`config.mk`:
```
export PLATFORM = sky130hd
export DESIGN_NAME = image_byte_streamer
export DESIGN_NICKNAME = d
export VERILOG_FILES = /design/src/rtl/image_byte_streamer.sv
export SDC_FILE = /design/constraint.sdc
export NUM_CORES = 1
export LEC_CHECK = 0
export BUFFER_PORTS_ARGS = -buffer_cell sky130_fd_sc_hd__buf_2
export CAP_MARGIN = 25
export CORE_MARGIN = 2
export CORE_UTILIZATION = 34
export DETAILED_ROUTE_END_ITERATION = 10
export SLEW_MARGIN = 20
export SYNTH_ARGS = -nofsm -noshare
export SYNTH_HDL_FRONTEND = slang
export SYNTH_SLANG_ARGS = --single-unit
```
`constraint.sdc`:
```
create_clock -name clk -period 6.6 [get_ports clk]
set_input_delay 0.33 -clock clk [delete_from_list [all_inputs] [get_ports clk]]
set_output_delay 0.33 -clock clk [all_outputs]
set_load 0.05 [all_outputs]
```
`src/rtl/image_byte_streamer.sv`:
```
`default_nettype none
// ============================================================================
// Module   : image_byte_streamer
// Purpose  : Captures a packed numBytes-wide image word and streams it LSB byte
//            first over valid/ready. Define IMAGE_STREAM_CHECKSUM_EN to append
//            a mod-256 checksum beat after the data bytes.
// Revision : 1.0 - initial release
// ============================================================================
module image_byte_streamer #(
   parameter  int numBytes = 25,
   localparam int IDX_W    = $clog2(numBytes + 1)
) (
   input  logic                    clk,
   input  logic                    rst,
   input  logic                    start,
   input  logic [8*numBytes-1:0]   data_in,
   output logic [7:0]              out_data,
   output logic                    out_valid,
   input  logic                    out_ready,
   output logic                    out_last,
   output logic                    busy,
   output logic                    done,
   output logic [IDX_W-1:0]        byte_idx
);

   localparam int c_NUM_SLOTS = 1 << IDX_W;
`ifdef IMAGE_STREAM_CHECKSUM_EN
   localparam logic [IDX_W-1:0] c_LAST_IDX = IDX_W'(numBytes);
`else
   localparam logic [IDX_W-1:0] c_LAST_IDX = IDX_W'(numBytes - 1);
`endif

   typedef enum logic [1:0] {
      S_IDLE   = 2'd0,
      S_STREAM = 2'd1,
      S_DONE   = 2'd2
   } state_t;

   state_t                  r_state;
   state_t                  w_state_nxt;
   logic [8*numBytes-1:0]   r_cap;
   logic [IDX_W-1:0]        r_idx;
   logic                    w_capture;
   logic                    w_beat;
   logic                    w_at_last;
   logic [7:0]              w_slot [c_NUM_SLOTS];

   always_ff @(posedge clk or posedge rst) begin
      if (rst) begin
         r_state <= S_IDLE;
      end else begin
         r_state <= w_state_nxt;
      end
   end

   always_comb begin
      w_state_nxt = r_state;
      w_capture   = 1'b0;
      out_valid   = 1'b0;
      busy        = 1'b0;
      done        = 1'b0;
      case (r_state)
         S_IDLE: begin
            if (start) begin
               w_capture   = 1'b1;
               w_state_nxt = S_STREAM;
            end
         end
         S_STREAM: begin
            out_valid = 1'b1;
            busy      = 1'b1;
            if (out_ready && w_at_last) begin
               w_state_nxt = S_DONE;
            end
         end
         S_DONE: begin
            busy        = 1'b1;
            done        = 1'b1;
            w_state_nxt = S_IDLE;
         end
         default: begin
            w_state_nxt = S_IDLE;
         end
      endcase
   end

   assign w_at_last = (r_idx == c_LAST_IDX);
   assign w_beat    = out_valid & out_ready;
   assign out_last  = out_valid & w_at_last;
   assign out_data  = out_valid ? w_slot[r_idx] : 8'h00;
   assign byte_idx  = r_idx;

   // Index stops on the final beat so it never walks past the slot table.
   always_ff @(posedge clk or posedge rst) begin
      if (rst) begin
         r_cap <= '0;
         r_idx <= '0;
      end else if (w_capture) begin
         r_cap <= data_in;
         r_idx <= '0;
      end else if (w_beat && !w_at_last) begin
         r_idx <= r_idx + 1'b1;
      end
   end

`ifdef IMAGE_STREAM_CHECKSUM_EN
   logic [7:0] w_sum;
   logic [7:0] r_sum;

   always_comb begin
      w_sum = 8'h00;
      for (int k = 0; k < numBytes; k++) begin
         w_sum = w_sum + data_in[8*k +: 8];
      end
   end

   always_ff @(posedge clk or posedge rst) begin
      if (rst) begin
         r_sum <= 8'h00;
      end else if (w_capture) begin
         r_sum <= w_sum;
      end
   end
`endif

   // Slot table sized to a power of two so r_idx indexes it at full width.
   for (genvar k = 0; k < c_NUM_SLOTS; k++) begin : g_slot
      if (k < numBytes) begin : g_data
         assign w_slot[k] = r_cap[8*k +: 8];
      end else if (k == numBytes) begin : g_sum
`ifdef IMAGE_STREAM_CHECKSUM_EN
         assign w_slot[k] = r_sum;
`else
         assign w_slot[k] = 8'h00;
`endif
      end else begin : g_pad
         assign w_slot[k] = 8'h00;
      end
   end

endmodule
`default_nettype wire
```
# == Yosys cells after proc, flatten, opt, wreduce, memory -nomap -nowiden ==
# Index checks and enable logic that the tools add are counted.
# classes
reduce_logical,7
bitwise,3
n_addsub,1
eq_ne,5
order_cmp,1
muxes,14
# ops
op,n
8-bit binary-select mux with 5-bit select,1
8-bit 2-to-1 mux,3
5-bit 2-to-1 mux,2
"6-bit >= comparator, second input constant",1
5-bit NOT with 6-bit output,1
"5-bit by 1-bit adder with 5-bit output, second input constant",1
"5-bit equality test, second input constant",1
1-bit 2-to-1 mux,5
2-bit 2-to-1 mux,2
"2-bit != test, second input constant",2
2-bit case mux with 2 select lines,1
1-bit AND,2
"2-bit by 1-bit equality test with 1-bit output, second input constant",1
"2-bit equality test, second input constant",1
1-bit logical AND,2
2-bit logical NOT,1
2-bit AND reduction,1
2-bit nonzero test,1
2-bit OR reduction,1
1-bit logical NOT,1
# totals
out_inout_bits,17
inputBits,204
register_bits,207

# == Logic depth before layout (Yosys ltp) ==
# logic_depth
depth_word,6
ltp_mapped,9
ltp_nobuf,6

# == Least setup slack after synthesis ==
# No wires, ideal clock.
# synth_timing
kind,register to output
start,reg r_idx[3] (netlist: byte_idx[3])
end,out out_data[5]
path_slack_ps,3864
path_stages_with_launch,7
path_buffers,2
arrival_ps,2406
path_cell_list,dfrtp_1 > buf_2 > or4b_1 > buf_2 > o21ai_1 > a32oi_1 > a21oi_1
# synth_via
elab_chain_cells,5
# synth_rtl
item,line,rtl
"start, declared",42,logic [IDX_W-1:0] r_idx;
"start signal, assigned",102,r_idx <= r_idx + 1'b1;
5-bit NOT with 6-bit output (implied by the code),90,assign out_data = out_valid ? w_slot[r_idx] : 8'h00;
8-bit binary-select mux with 5-bit select,90,
8-bit 2-to-1 mux (implied by the code) (2 in series),90,
8-bit 2-to-1 mux,90,
"end, declared",17,"output logic [7:0] out_data,"
# Every way passes these cells. The select of a mux whose other input is x is not followed.

# == Worst setup path after layout ==
# layout_timing
start,reg r_idx[0] (netlist: byte_idx[0])
end,out out_data[5]
# The elaborated chain is that of the path after synthesis.

==> results.json <==
{
  "status": "finished, final reports clean",
  "dr.pass1.iters": 5,
  "cts_buffers": 25,
  "min_path_cells": 2,
  "cp.depth": 6,
  "synth_cell_type_count": 35,
  "grt_pass1_wl_um": 37160,
  "grt.busiest_layer": "met2",
  "start_util_pct": 34.38,
  "via_per_inst": 4.896,
  "synthTopCellsByArea": "dfrtp_1, mux2_2, mux4_2, mux2i_1, a22oi_1",
  "die_area_sq_mm": 0.02937,
  "r2r_slack_ps": 4130,
  "crit_type": "flip-flop to output port",
  "leakage_nw": 5.140,
  "clock-sinks": 207,
  "yosysSeqAreaShare_pct": 54.39,
  "rr_startpoint": "r_state[0]",
  "postLayoutCellArea_sq_mm": 0.01186,
  "antenna_found_initial": 7,
  "ant_nets": 0,
  "powerDensity_mw_per_mm2": 498.3,
  "hold_viol": 0,
  "clock-root-buffer": "clkbuf_16",
  "period_minus_slack_ps": 3685,
  "pin_count": 221,
  "gr-usage-met3_pct": 4.694,
  "synth_edf_count": 0,
  "rsz0062_at_grt": "false",
  "cp.arrival_ps": 3360,
  "grt_max_degree": 214,
  "coreArea_sq_mm": 0.02771,
  "fin_skew_ps": 14.91,
  "port_buffers": 220,
  "max_freq_mhz": 271.3,
  "met1_usage_pct": 22.94,
  "vdd_drop_max_mv": 0.2076,
  "async_flop_share_pct": 100.0,
  "finalSetupViolations": 0,
  "placed_area_sq_mm": 0.01088,
  "yosysTopAreaCell": "dfrtp_1",
  "utilization_pct": 42.79,
  "r2r_end": "r_cap[186]",
  "crit_chain": "buf_4 > or4b_1 > o21ai_1 > a32oi_1 > a21oi_1 > buf_2",
  "die_w_um": 171.4,
  "crit_family": "buffers and inverters",
  "worstHoldPathType": "input pin to flip-flop",
  "worst-path-buf-inv": 2,
  "cts_tree": "yes",
  "holdPathEnd": "r_cap[24]",
  "synth_area_sq_mm": 0.009524,
  "ff2ff_path_depth": 6,
  "syn_nets": 867,
  "drc_errors": 0,
  "grt_usage_pct": 16.70,
  "avgSynthCellArea_sq_um": 14.52,
  "drt-initial-drc-count": 280,
  "dp_hpwl_um": 17260,
  "worst_ep_required_time_ps": 6270,
  "synth_cells": 656,
  "fp.dieH_um": 171.4,
  "ys.flop_type": "dfrtp_1",
  "cts_setup_buffers": 0,
  "cp-start-kind": "flip-flop",
  "drv_slew": 0,
  "hp-start": "data_in[24]",
  "post-route-period-util_pct": 55.84,
  "fin_cells": 1261,
  "critPathMaxStageDelay_ps": 760,
  "grt_pass1_vias": 6350,
  "relSlewSlack_pct": 46.39,
  "yosysTopAreaCellShare_pct": 54.39,
  "gr-usage-met2_pct": 25.82,
  "nNetsFinal": 1072,
  "slowest_stage": "or4b_1",
  "syn_to_final_growth_pct": 24.47,
  "core.rowCount": 61,
  "tns_ps": 0,
  "cap_violations": 0,
  "worst_pin_slew_ps": 804.1,
  "grt_overflow": 0,
  "cp_max_fo": 43,
  "cts.path.max_buffers": 3,
  "dp_cells": 1208,
  "layout-drive-gt1-share_pct": 56.09,
  "vias": 6174,
  "fillerInstances": 2580,
  "clk_pin_slew_ps": 60,
  "cp-end-kind": "output port",
  "synth_seq_cells": 207,
  "synth_warnings": 0,
  "htree_levels": 1,
  "wl_um": 24590,
  "routedWlPerCell_um": 19.50,
  "clk_latency_ps": 530,
  "place_congestion": 0.7512
}
## state kept, by name, indices dropped and copies added, names as in the netlist
| name | count |
|---|---|
| r_state | 2 |
| r_cap | 200 |
| byte_idx | 5 |
## synth_stat cells (2+ instances only)
master,count
nor2b_1,2
ha_1,7
dfrtp_1,207
a32oi_1,8
buf_1,6
xnor2_1,2
mux2_2,194
inv_1,14
buf_2,28
o21ai_1,8
mux4_2,24
buf_4,2
nand3_1,2
and2b_1,2
o22ai_1,8
a22oi_1,24
xor2_1,2
buf_6,6
and3_1,2
nand2_1,9
nor2_1,7
mux2i_1,49
a21oi_1,8
a211oi_1,8
o21ai_0,8
and2_1,4
clkbuf_1,7
## metal layers
metal | wire, um | share of wire, %
met4 | 661 | 2.7
met3 | 1979 | 8.0
met2 | 11170 | 45
met1 | 10750 | 44
met5 | 27 | 0.11
## cell families (layout without fill, tap and decap cells)
| kind of cell | count (synthesis) | after routing | synth area share, % |
|---|---|---|---|
| compound gates | 73 | 73 | 5.137 |
| xor+xnor | 4 | 4 | 0.3679 |
| fa+ha+maj | 7 | 7 | 0.9196 |
| buf+inv | 64 | 287 | 3.455 |
| flops | 207 | 207 | 54.39 |
| mux | 267 | 267 | 33.76 |
| other cells | 0 | 4 | 0 |
| simple gates | 34 | 34 | 1.971 |
## through the flow
stage | setup slack [ps] | total power [mW] | hold slack [ps]
final | 2915 | 5.908 | 25.41
after floorplan | 617.5 | 3.934 | 446.8
after global routing | 2758 | 6.263 | 2.891
after detailed placement | 3454 | 4.519 | 489.7
after CTS | 2868 | 5.985 | 0.4531
after global placement | 3475 | 4.472 | 485.6
## layout by cell type, fill, tap and decap left out, drive strengths merged, types with 3 or more instances in the layout
cell,netlist,final
o21ai,16,16
inv,14,15
bufinv,0,3
a21oi,8,8
nand2,9,9
a211oi,8,8
ha,7,7
o22ai,8,8
dfrtp,207,207
and2,4,4
buf,42,227
clkinv,0,8
mux2,194,194
nor2,7,7
mux4,24,24
a22oi,24,24
a32oi,8,8
mux2i,49,49
diode,0,4
clkbuf,8,32
## worst max path at each step
| stage | start | to | slack (ps) |
|---|---|---|---|
| after CTS | byte_idx[0] | out_data[0] | 2870 |
| after detailed placement | byte_idx[0] | out_data[0] | 3450 |
| final | byte_idx[0] | out_data[5] | 2910 |
| after global placement | byte_idx[0] | out_data[1] | 3480 |
| after global routing | byte_idx[0] | out_data[5] | 2760 |
| after floorplan | rst | byte_idx[0] | 620 |
## where the power goes
group	leakage [nW]	internal, mW	switching (mW)
clock	0.436	0.881	0.549
combinational	2.26	1.13	1.07
sequential	2.44	1.92	0.365
## timing repair
item / CTS / global route
gates resized for setup: 0 / 0
endpoints found under the hold margin: 0 / 43
hold buffers: 0 / 1
## cell type report
cell class / count / area, sq um / share of cell area, %
repair buffers: 228 / 1236 / 10.43
clock inverters: 13 / 161.4 / 1.361
clock buffers: 32 / 711.9 / 6.005
well taps: 378 / 473.0 / 3.989
flip-flops and latches: 207 / 5185 / 43.74
inverters: 14 / 60.06 / 0.5066
diodes: 4 / 10.01 / 0.08443
multi-input cells: 385 / 4018 / 33.89
## worst register-to-register path: stages, from the launching register on
cell and delay [ps]:
dfrtp_1 410, inv_1 120, ha_1 180, and2_4 150, buf_12 300, buf_16 600, mux2_2 600
(Power assumes the default switching activity.)
